**config.mk**
```make
export PLATFORM = sky130hd
export DESIGN_NAME = fx_scheduler
export DESIGN_NICKNAME = d
export VERILOG_FILES = /design/src/rtl/fx_scheduler.sv
export SDC_FILE = /design/constraint.sdc
export NUM_CORES = 1
export LEC_CHECK = 0
export CORE_MARGIN = 3
export CORE_UTILIZATION = 25
export CTS_CLUSTER_DIAMETER = 100
export DETAILED_ROUTE_END_ITERATION = 8
export PLACE_DENSITY = 0.49
export SLEW_MARGIN = 5
export SYNTH_ARGS = -nofsm -noshare
export SYNTH_HDL_FRONTEND = slang
export SYNTH_SLANG_ARGS = --single-unit
```
**constraint.sdc**
```tcl
create_clock -name clk -period 6.8 [get_ports clk]
set_input_delay 1.36 -clock clk [delete_from_list [all_inputs] [get_ports clk]]
set_output_delay 1.36 -clock clk [all_outputs]
set_load 0.01 [all_outputs]
```
**src/rtl/fx_scheduler.sv**
```systemverilog
// rtl/fx_scheduler.sv - per-frame L/R sequencer through a shared effect unit with debounced click-free effect switching
module fx_scheduler #(
    parameter int WIDTH     = 32,
    parameter int SEL_W     = 2,
    parameter int DEBOUNCE  = 50000,
    parameter int GAIN_BITS = 5,
    parameter int TIMEOUT   = 64
) (
    input  logic             clk,
    input  logic             reset,
    input  logic             frame_strobe,
    input  logic [WIDTH-1:0] data_L_in,
    input  logic [WIDTH-1:0] data_R_in,
    input  logic [SEL_W-1:0] sel_raw,
    input  logic             fx_en,
    output logic             fx_req,
    output logic             fx_chan,
    output logic [WIDTH-1:0] fx_data,
    output logic [SEL_W-1:0] fx_sel,
    input  logic             fx_ack,
    input  logic [WIDTH-1:0] fx_result,
    output logic [WIDTH-1:0] data_L_out,
    output logic [WIDTH-1:0] data_R_out,
    output logic             out_valid,
    output logic             overrun,
    output logic             fx_timeout
);

    // Product width: sign-extended sample times a non-negative gain of GAIN_BITS+1 bits.
    localparam int PW   = WIDTH + GAIN_BITS + 2;
    localparam int TO_W = $clog2(TIMEOUT + 1);
    localparam int DB_W = $clog2(DEBOUNCE + 1);

    localparam logic [GAIN_BITS:0] UNITY    = {1'b1, {GAIN_BITS{1'b0}}};
    localparam logic [GAIN_BITS:0] GAIN_ONE = {{GAIN_BITS{1'b0}}, 1'b1};
    localparam logic [TO_W-1:0]    TO_LAST  = TO_W'(TIMEOUT - 1);
    localparam logic [DB_W-1:0]    DB_LAST  = DB_W'(DEBOUNCE - 1);

    typedef enum logic [1:0] {IDLE, REQ_L, REQ_R, APPLY} state_t;
    typedef enum logic [1:0] {RUN, DOWN, UP} ramp_t;

    state_t state, state_next;
    ramp_t  ramp, ramp_next;

    logic             fx_req_next;
    logic             fx_chan_next;
    logic [TO_W-1:0]  wait_cnt;
    logic             ack_ok;
    logic             to_hit;
    logic             chan_done;

    logic [WIDTH-1:0] sample_l;
    logic [WIDTH-1:0] sample_r;

    logic [GAIN_BITS:0] gain, gain_next;
    logic [SEL_W-1:0]   sel_next;

    logic [SEL_W-1:0] sync_a;
    logic [SEL_W-1:0] sync_b;
    logic [SEL_W-1:0] cand;
    logic [DB_W-1:0]  db_cnt;
    logic [SEL_W-1:0] sel_pending;

    logic signed [PW-1:0] samp_ext_l;
    logic signed [PW-1:0] samp_ext_r;
    logic signed [PW-1:0] gain_ext;
    logic signed [PW-1:0] prod_l;
    logic signed [PW-1:0] prod_r;
    logic [WIDTH-1:0]     scaled_l;
    logic [WIDTH-1:0]     scaled_r;

    // An ack only counts while a request is actually outstanding, so late or stray acks are ignored.
    assign ack_ok    = fx_ack & fx_req;
    assign to_hit    = fx_req & ~fx_ack & (wait_cnt == TO_LAST);
    assign chan_done = ack_ok | to_hit;

    // The sample being offered is the still-dry latched value of the active channel.
    assign fx_data = fx_req ? (fx_chan ? sample_r : sample_l) : '0;

    assign samp_ext_l = {{(PW-WIDTH){sample_l[WIDTH-1]}}, sample_l};
    assign samp_ext_r = {{(PW-WIDTH){sample_r[WIDTH-1]}}, sample_r};
    assign gain_ext   = {{(PW-GAIN_BITS-1){1'b0}}, gain};
    assign prod_l     = samp_ext_l * gain_ext;
    assign prod_r     = samp_ext_r * gain_ext;
    assign scaled_l   = WIDTH'(prod_l >>> GAIN_BITS);
    assign scaled_r   = WIDTH'(prod_r >>> GAIN_BITS);

    // Main sequencer next state; request is held off for one cycle between the L and R windows.
    always_comb begin
        state_next   = state;
        fx_req_next  = 1'b0;
        fx_chan_next = 1'b0;
        case (state)
            IDLE: begin
                if (frame_strobe) begin
                    state_next = fx_en ? REQ_L : APPLY;
                end
            end
            REQ_L: begin
                if (chan_done) begin
                    state_next = REQ_R;
                end
            end
            REQ_R: begin
                if (chan_done) begin
                    state_next = APPLY;
                end
            end
            APPLY: begin
                state_next = IDLE;
            end
            default: begin
                state_next = IDLE;
            end
        endcase
        fx_req_next  = (state_next == REQ_L) || ((state_next == REQ_R) && (state == REQ_R));
        fx_chan_next = (state_next == REQ_R);
    end

    // Sequencer state and handshake outputs; async reset abandons any pending request at once.
    always_ff @(posedge clk or posedge reset) begin
        if (reset) begin
            state   <= IDLE;
            fx_req  <= 1'b0;
            fx_chan <= 1'b0;
        end else begin
            state   <= state_next;
            fx_req  <= fx_req_next;
            fx_chan <= fx_chan_next;
        end
    end

    // Ack watchdog: counts the cycles the current request has been outstanding.
    always_ff @(posedge clk or posedge reset) begin
        if (reset) begin
            wait_cnt <= '0;
        end else if (!fx_req) begin
            wait_cnt <= '0;
        end else begin
            wait_cnt <= wait_cnt + TO_W'(1);
        end
    end

    // Sample path: latch the frame, replace with effect results on ack, scale and publish in APPLY.
    always_ff @(posedge clk or posedge reset) begin
        if (reset) begin
            sample_l   <= '0;
            sample_r   <= '0;
            data_L_out <= '0;
            data_R_out <= '0;
            out_valid  <= 1'b0;
            overrun    <= 1'b0;
            fx_timeout <= 1'b0;
        end else begin
            out_valid <= 1'b0;
            overrun   <= frame_strobe && (state != IDLE);
            if (state == IDLE && frame_strobe) begin
                sample_l <= data_L_in;
                sample_r <= data_R_in;
            end
            if (ack_ok && state == REQ_L) begin
                sample_l <= fx_result;
            end
            if (ack_ok && state == REQ_R) begin
                sample_r <= fx_result;
            end
            if (to_hit) begin
                fx_timeout <= 1'b1;
            end
            if (state == APPLY) begin
                data_L_out <= scaled_l;
                data_R_out <= scaled_r;
                out_valid  <= 1'b1;
            end
        end
    end

    // Ramp next state: one gain step per frame, effect swapped only at silence.
    always_comb begin
        ramp_next = ramp;
        gain_next = gain;
        sel_next  = fx_sel;
        if (state == APPLY) begin
            case (ramp)
                RUN: begin
                    if (sel_pending != fx_sel) begin
                        ramp_next = DOWN;
                    end
                end
                DOWN: begin
                    gain_next = gain - GAIN_ONE;
                    if (gain == GAIN_ONE) begin
                        sel_next  = sel_pending;
                        ramp_next = UP;
                    end
                end
                UP: begin
                    gain_next = gain + GAIN_ONE;
                    if (gain == (UNITY - GAIN_ONE)) begin
                        ramp_next = RUN;
                    end
                end
                default: begin
                    ramp_next = RUN;
                end
            endcase
        end
    end

    // Ramp state, gain and active effect select registers.
    always_ff @(posedge clk or posedge reset) begin
        if (reset) begin
            ramp   <= RUN;
            gain   <= UNITY;
            fx_sel <= '0;
        end else begin
            ramp   <= ramp_next;
            gain   <= gain_next;
            fx_sel <= sel_next;
        end
    end

    // Switch debounce: synchronise, restart the count on any change, accept after a stable run.
    always_ff @(posedge clk or posedge reset) begin
        if (reset) begin
            sync_a      <= '0;
            sync_b      <= '0;
            cand        <= '0;
            db_cnt      <= '0;
            sel_pending <= '0;
        end else begin
            sync_a <= sel_raw;
            sync_b <= sync_a;
            if (sync_b != cand) begin
                cand   <= sync_b;
                db_cnt <= '0;
            end else if (db_cnt == DB_LAST) begin
                sel_pending <= cand;
            end else begin
                db_cnt <= db_cnt + DB_W'(1);
            end
        end
    end

endmodule

```
* Yosys cells after proc, flatten, opt, wreduce, memory -nomap -nowiden *
Cells that the tools add are included.
Widths: inputs -> output; s select.

operators by class
  $add $sub $neg = 4
  $mul = 2
  div/mod/pow operators = 0
  order comparisons = 0
  equality and inequality tests = 17
  shifts and indexed selects = 0
  multiplexer cells = 20
  bitwise gates (word level) = 6
  reduce and logical (&&, ||, !) cells = 16

operators with widths
  operator               count
  $mux 32                6
  $mul 32x7->37          2
  $mux 16                2
  $add 16x1->16 const B  1
  $eq 16x16->1 const B   1
  $mux 2                 7
  $pmux 6 s2             1
  $eq 2x2->1 const B     4
  $ne 2x2->1 const B     4
  $pmux 2 s4             1
  $reduce_bool 2->1      4
  $add 7x1->7 const B    1
  $eq 7x6->1 const B     1
  $mux 7                 1
  $add 6x1->6 const B    1
  $eq 2x1->1 const B     3
  $eq 6x1->1 const B     1
  $eq 6x5->1 const B     1
  $pmux 2 s3             1
  $sub 6x1->6 const B    1
  $logic_and 1x1->1      5
  $logic_not 2->1        2
  $ne 2x2->1             2
  $reduce_and 2->1       2
  7 further kinds        10

storage, ports and cells
  bits in registers = 176
  latch bits = 0
  memory bits (writable) = 0
  memory bits (read-only) = 0
  bits of input ports = 103
  output and inout bits = 103
  memories = 0

* Logic depth before layout (Yosys ltp) *
Gate-level depths: netlist of the first run.

  depth after elaboration = 9
  mapped depth = 23
  depth with buffers taken out = 20

* Least setup slack after synthesis of the first run *
No wires, ideal clock.

  path kind = flip-flop to flip-flop
  from = register gain[2]
  to = register data_R_out[25]
  data arrival time = 5.512 ns
  data required time = 6.671 ns
  setup slack = 1.159 ns
  stages on the path, launching flop included = 22
  buffers on the path = 3
  cell sequence = dfrtp_1 > clkbuf_1 > clkbuf_1 > clkbuf_1 > and2_1 > fa_1 > fa_1 > fa_1 > inv_1 > fa_1 > inv_1 > ha_1 > a22o_1 > or4_1 > o22ai_2 > a221o_2 > a21oi_4 > a221oi_4 > nand2b_1 > a311o_1 > xnor2_1 > o21ai_1

on the way
  cells in the longest elaborated chain, start to end = 1

ends and longest elaborated chain
  element                 RTL line  RTL
  start, declared         55        logic [GAIN_BITS:0] gain, gain_next;
  start signal, assigned  218       gain <= gain_next;
  $mul 32x7->37           84        assign prod_r = samp_ext_r * gain_ext;
  end signal, assigned    172       data_R_out <= scaled_r;
  end, declared           23        output logic [WIDTH-1:0] data_R_out,

Every way passes these cells.
A chain may end at the register's enable or synchronous reset.

* Worst setup path after layout of the first run *
  from = register gain[5]
  to = register data_L_out[29]

on the way
  cells in the longest elaborated chain, start to end = 1

ends and longest elaborated chain
  element               RTL line  RTL
  $mul 32x7->37         83        assign prod_l = samp_ext_l * gain_ext;
  end signal, assigned  171       data_L_out <= scaled_l;
  end, declared         22        output logic [WIDTH-1:0] data_L_out,

Every way passes these cells.

==> impl_metrics.tcl, run 1 <==
set metrics [dict create \
    timing.rr.end "data_L_out[29]" \
    ys_async_sr_fraction 1.00 \
    setup_violations 0 \
    dieArea_sq_mm 0.0834 \
    wirelength_um 58700 \
    vias_per_cell 4.52 \
    syn_area_per_cell_sq_um 9.41 \
    start_util 0.253 \
    area.growth.synth_to_final_pct 18.6 \
    grt_pass1_vias 16300 \
    p_leak_nw 11.6 \
    rsz0062_at_grt "false" \
    htree_num_levels 4 \
    nNetsFinal 2773 \
    hold_end "sync_b[1]" \
    mostFrequentLayoutCell "and2_1" \
    fin_crit_sh 0.880 \
    firstDrtPassIters 5 \
    io_buffers 205 \
    cp.depth 19 \
    worst_r2r_path_depth 19 \
    hold_viol 0 \
    die_w_um 289 \
    wl_per_cell_um 17.6 \
    finalMaxSlewViolations 0 \
    final_cell_mix "and2_1, inv_1, fa_1" \
    crit_buf_inv 3 \
    setup-tns-final_ps 0 \
    p_comb_frac 0.314 \
    start_kind "flop" \
    seq_power_share 0.451 \
    cts_buffer_depth 2 \
    worst_skew_pair.late_latency_ps 500 \
    nFillCells 8357 \
    hp-start "sync_a[1]" \
    fmax_mhz 167 \
    synth_edf_count 0 \
    antenna_left 0 \
    finalWeightedCongestion 0.818 \
    die-height_um 289 \
    r2r_start "gain[5]" \
    tightest_slew_ps 963 \
    io_pins 206 \
    rrSetupSlack_ps 820 \
    max_stage_delay_ps 960 \
    critical_path_class "flop to flop" \
    route.detailed.drc 0 \
    grt_antenna_before_repair 4 \
    cp-end-kind "flop" \
    relSlewSlack 0.357 \
    clock-root-buffer "clkbuf_16" \
    dp_hpwl_um 45100 \
    post_cts_buffers 0 \
    period_needed_ps 5980 \
    p_sw_frac 0.447 \
    numCtsBuffers 17 \
    power_density_mw_per_mm2 184 \
    finalClockSkew_ps 32.5 \
    power_mw 4.36 \
    synth_seq_area_share 0.220 \
    status "finished, final reports clean" \
    cp.arrival_ps 6390 \
    syn_nets 2628 \
    power_switching_mw 1.95 \
    netlist_area_sq_mm 0.0200 \
    ys_types 62 \
    clkPwrFrac 0.234 \
    rows 103 \
    synthFlopType "dfrtp_1" \
    critical-path-top-delay-family "compound AO/OA/AOI/OAI gates" \
    crit_slowest_cell "dfstp_2" \
    worstPathRequired_ps 7210 \
    vias 15100 \
    clkTransAtPathRegs_ps 90 \
    ctsResizeCount 0 \
    postCtsHoldBufs 0 \
    cts_tree "built" \
    netlist_instances 2125 \
    grt_start_max_net_pins 99 \
    crit_fanout 35 \
    path_cells "buf_4 > and2_1 > ha_1 > ha_1 > inv_1 > fa_1 > fa_1 > inv_1 > ha_1 > nand4_1 > o2111ai_1 > nand4_1 > a21bo_2 > a21oi_1 > o21ai_0 > a21oi_1 > a21oi_1 > xor2_1 > o21ai_0" \
    gr-total-overflow 0 \
    drtIter0Drc 670 \
    internal_power_mw 2.41 \
    core_sq_mm 0.0791 \
    grt_pass1_wl_um 92000 \
    layout-drive-gt1-share 0.0342 \
    ys_ff_latch 176 \
    ys.warnings.count 0 \
    whs_path_depth 0 \
    hold_path_class "flop to flop" \
    cts_sinks 176 \
    max_cap_violations 0 \
    ir_drop_v 0.000228 \
    grt_usage 0.144 \
]
[cells in the mapped netlist, types with 51 or more instances]
cell type | number | area, sq um
nand2_1 | 164 | 616
xnor2_1 | 51 | 447
nor2_1 | 97 | 364
and2_1 | 316 | 1980
clkbuf_1 | 80 | 300
a21oi_1 | 117 | 586
dfrtp_1 | 175 | 4380
ha_1 | 150 | 1880
fa_1 | 250 | 5000
mux2i_1 | 100 | 1000
o21ai_0 | 78 | 390
inv_1 | 276 | 1040
[kinds of logic after synthesis]
family	synth area share
AO/OA/AOI/OAI	0.0847
multiplexers	0.0551
flip-flops	0.220
AND/OR/NAND/NOR	0.185
adder cells (fa/ha/maj)	0.344
buffers and inverters	0.0696
XOR/XNOR	0.0407
[registers in the layout, summed over array words and instances (netlist names)]
name         cells
fx_timeout       1
state            2
cand             2
sel_pending      2
fx_sel           2
sample_r        32
fx_req           1
data_L_out      32
wait_cnt         7
out_valid        1
sample_l        32
data_R_out      32
ramp             2
gain             6
sync_b           2
overrun          1
fx_chan          1
sync_a           2
db_cnt          16
[layer usage]
layer,part of all wire,GRT usage
met4,0.010,0.0290
met1,0.45,0.186
met5,0.00036,0
met3,0.040,0.0276
met2,0.50,0.252
[worst reg2reg max path: stages (launching register included)]
cell	delay, ps
dfstp_2	960
buf_4	450
and2_1	190
ha_1	230
ha_1	300
inv_1	70
fa_1	420
fa_1	490
inv_1	40
ha_1	330
nand4_1	100
o2111ai_1	420
nand4_1	210
a21bo_2	250
a21oi_1	400
o21ai_0	180
a21oi_1	400
a21oi_1	140
xor2_1	160
o21ai_0	140
[layout make-up]
cell class	count	area (sq um)	area share
Inverter	276	1040	0.0440
Timing Repair Buffer	221	2180	0.0921
Clock inverter	13	126	0.00533
Clock buffer	18	429	0.0181
Multi-Input combinational cell	1578	14200	0.599
Tap cell	1050	1310	0.0554
Antenna cell	1	2.50	0.000105
Sequential cell	176	4410	0.186
[worst max path at each step]
stage | start | endpoint | slack (ps)
after global routing | gain[5] | data_L_out[30] | 400
after CTS | gain[5] | data_L_out[29] | 790
after detailed placement | gain[5] | data_L_out[29] | 820
after floorplan | reset | cand[0] | 670
after global placement | gain[5] | data_L_out[29] | 910
final | gain[5] | data_L_out[29] | 820
[metrics by stage]
step,hold WS (ps),instances,instance area [sq um],setup slack (ps),util
after CTS,351,3332,23700,789,0.300
final,349,3333,23700,818,0.300
after detailed placement,335,3301,23200,824,0.293
after floorplan,331,2125,20000,668,-
after global placement,335,3301,23200,911,0.293
after global routing,357,3332,23700,402,0.300
[power groups by stage]
stage	combinational, mW	sequential [mW]	clock, mW
after floorplan	0.845	1.53	0
after global placement	1.37	1.97	0
after detailed placement	1.37	1.98	0
after CTS	1.38	1.95	1.08
after global routing	1.50	2.00	1.11
final	1.37	1.97	1.02
(Power assumes the default switching activity.)
==> inputs of run 2 (changes only) <==
- CORE_UTILIZATION: 25 -> 50
- PLACE_DENSITY: 0.49 -> 0.79
==> run 2 against run 1 <==
Compared with the run above: clock power barely moved; critical path depth stayed put; clock skew fell by 16 ps; first-iteration DRC count up 16%; sequential power down 5%; global-route usage rose by 11 points; critical path type unchanged.
==> impl_metrics.tcl, run 2 (synthesized netlist as in run 1, its figures left out) <==
set metrics [dict create \
    status "finished, final reports clean" \
    dp_hpwl_um 38700 \
    cts_tree "built" \
    grt_antenna_before_repair 1 \
    rsz0062_at_grt "false" \
    vias 15300 \
    clkTransAtPathRegs_ps 80 \
    postCtsHoldBufs 0 \
    max_stage_delay_ps 590 \
    finalClockSkew_ps 16.8 \
    cp-end-kind "flop" \
    start_util 0.511 \
    io_pins 206 \
    max_cap_violations 0 \
    numCtsBuffers 17 \
    critical_path_class "flop to flop" \
    core_sq_mm 0.0391 \
    p_leak_nw 11.6 \
    power_switching_mw 1.76 \
    setup_violations 0 \
    clock-root-buffer "clkbuf_16" \
    seq_power_share 0.447 \
    firstDrtPassIters 5 \
    p_comb_frac 0.315 \
    start_kind "flop" \
    p_sw_frac 0.419 \
    dieArea_sq_mm 0.0424 \
    die-height_um 206 \
    drtIter0Drc 780 \
    internal_power_mw 2.44 \
    cts_buffer_depth 2 \
    vias_per_cell 5.45 \
    relSlewSlack 0.362 \
    setup-tns-final_ps 0 \
    rows 72 \
    cts_sinks 176 \
    worst_skew_pair.late_latency_ps 460 \
    finalWeightedCongestion 0.924 \
    met1_usage 0.307 \
    ir_drop_v 0.000318 \
    wl_per_cell_um 18.1 \
    area.growth.synth_to_final_pct 15.4 \
    grt_use_met3 0.0480 \
    fmax_mhz 167 \
    route.detailed.drc 0 \
    post_cts_buffers 0 \
    wirelength_um 50800 \
    io_buffers 205 \
    gr-total-overflow 0 \
    htree_num_levels 4 \
    die_w_um 206 \
    cp.arrival_ps 6350 \
    diodes 0 \
    worstPathRequired_ps 7170 \
    final_cell_mix "and2_1, inv_1, fa_1" \
    fin_crit_sh 0.881 \
    antenna_left 0 \
    period_needed_ps 5990 \
    grt_start_max_net_pins 113 \
    finalMaxSlewViolations 0 \
    grt_usage 0.250 \
    grt_pass1_wl_um 83600 \
    crit_fanout 58 \
    crit_slowest_cell "dfrtp_1" \
    dpl_cell_area_sq_mm 0.0225 \
    fin_area_sq_mm 0.0231 \
    ctsResizeCount 0 \
    nNetsFinal 2773 \
    tightest_slew_ps 956 \
    power_density_mw_per_mm2 182 \
    top_usage_layer "met2" \
    dpl.cell_count 2769 \
    met2_usage 0.438 \
    hold_path_class "flop to flop" \
    final_cells 2801 \
    nFillCells 3342 \
    mostFrequentLayoutCell "and2_1" \
    path_cells "buf_4 > and2_1 > fa_1 > ha_1 > inv_1 > fa_1 > fa_1 > inv_1 > ha_1 > nand4_1 > o2111ai_1 > nand4_1 > a21bo_2 > a21oi_1 > o21ai_0 > a21oi_1 > a21oi_1 > xor2_1 > o21ai_0" \
    grt_pass1_vias 16500 \
    clkPwrFrac 0.239 \
    hold_viol 0 \
    layout-drive-gt1-share 0.0333 \
]
[run 2: path summary, 6_finish.rpt]
check	startpoint	endpoint	slack, ps	depth (start not counted)
worst min-delay path	sync_a[0]	sync_b[0]	360	0
max in group asynchronous	reset	fx_chan	4370	3
worst min register to register	sync_a[0]	sync_b[0]	360	0
worst max-delay path	gain[2]	data_L_out[29]	810	19
worst max register to register	gain[2]	data_L_out[29]	810	19
min in group asynchronous	reset	data_R_out[3]	1340	2
[run 2: power by group through the flow]
stage          Clock, mW  Combinational, mW  Sequential (mW)
2_1_floorplan          0              0.845             1.53
3_3_place_gp           0               1.30             1.87
3_5_place_dp           0               1.32             1.88
4_1_cts             1.03               1.33             1.85
5_1_grt             1.07               1.45             1.91
6_report            1.00               1.32             1.87
[run 2: through the flow]
step / util / setup WS (ps) / hold WS, ps / total power [mW]
2_1_floorplan: - / 668 / 331 / 2.38
3_3_place_gp: 0.575 / 1130 / 342 / 3.17
3_5_place_dp: 0.575 / 889 / 346 / 3.19
4_1_cts: 0.590 / 869 / 363 / 4.21
5_1_grt: 0.590 / 412 / 366 / 4.42
6_report: 0.590 / 810 / 360 / 4.19
[run 2: worst max-delay path: cells and delay by family, from the launching register on]
kind	cells	cell delay [ps]
xor gates and xnor gates	1	170
AOI/OAI and AO/OA	7	1950
adders and majority gates	5	2000
and+or+nand+nor	3	520
DFF	1	590
buffers and inverters	3	640
[run 2: metal layers]
metal / routed length (um) / vias up
met5: 0 / -
met2: 25400 / 458
met3: 3060 / 94
li1: - / 7047
met1: 20800 / 7659
met4: 1630 / 0
[run 2: final cells by class]
class / count / area (sq um) / share of cell area
inverter: 276 / 1040 / 0.0451
timing repair buffer: 221 / 2180 / 0.0947
multi-input combinational: 1578 / 14200 / 0.616
clock buffer: 20 / 457 / 0.0198
tap: 518 / 648 / 0.0281
sequential: 176 / 4410 / 0.191
clock inverter: 12 / 123 / 0.00531
==> inputs of run 3 (changes only) <==
- CAP_MARGIN: default -> 10
==> results of run 3 <==
The final DEF is identical to that of run 2; final timing and power are the same.
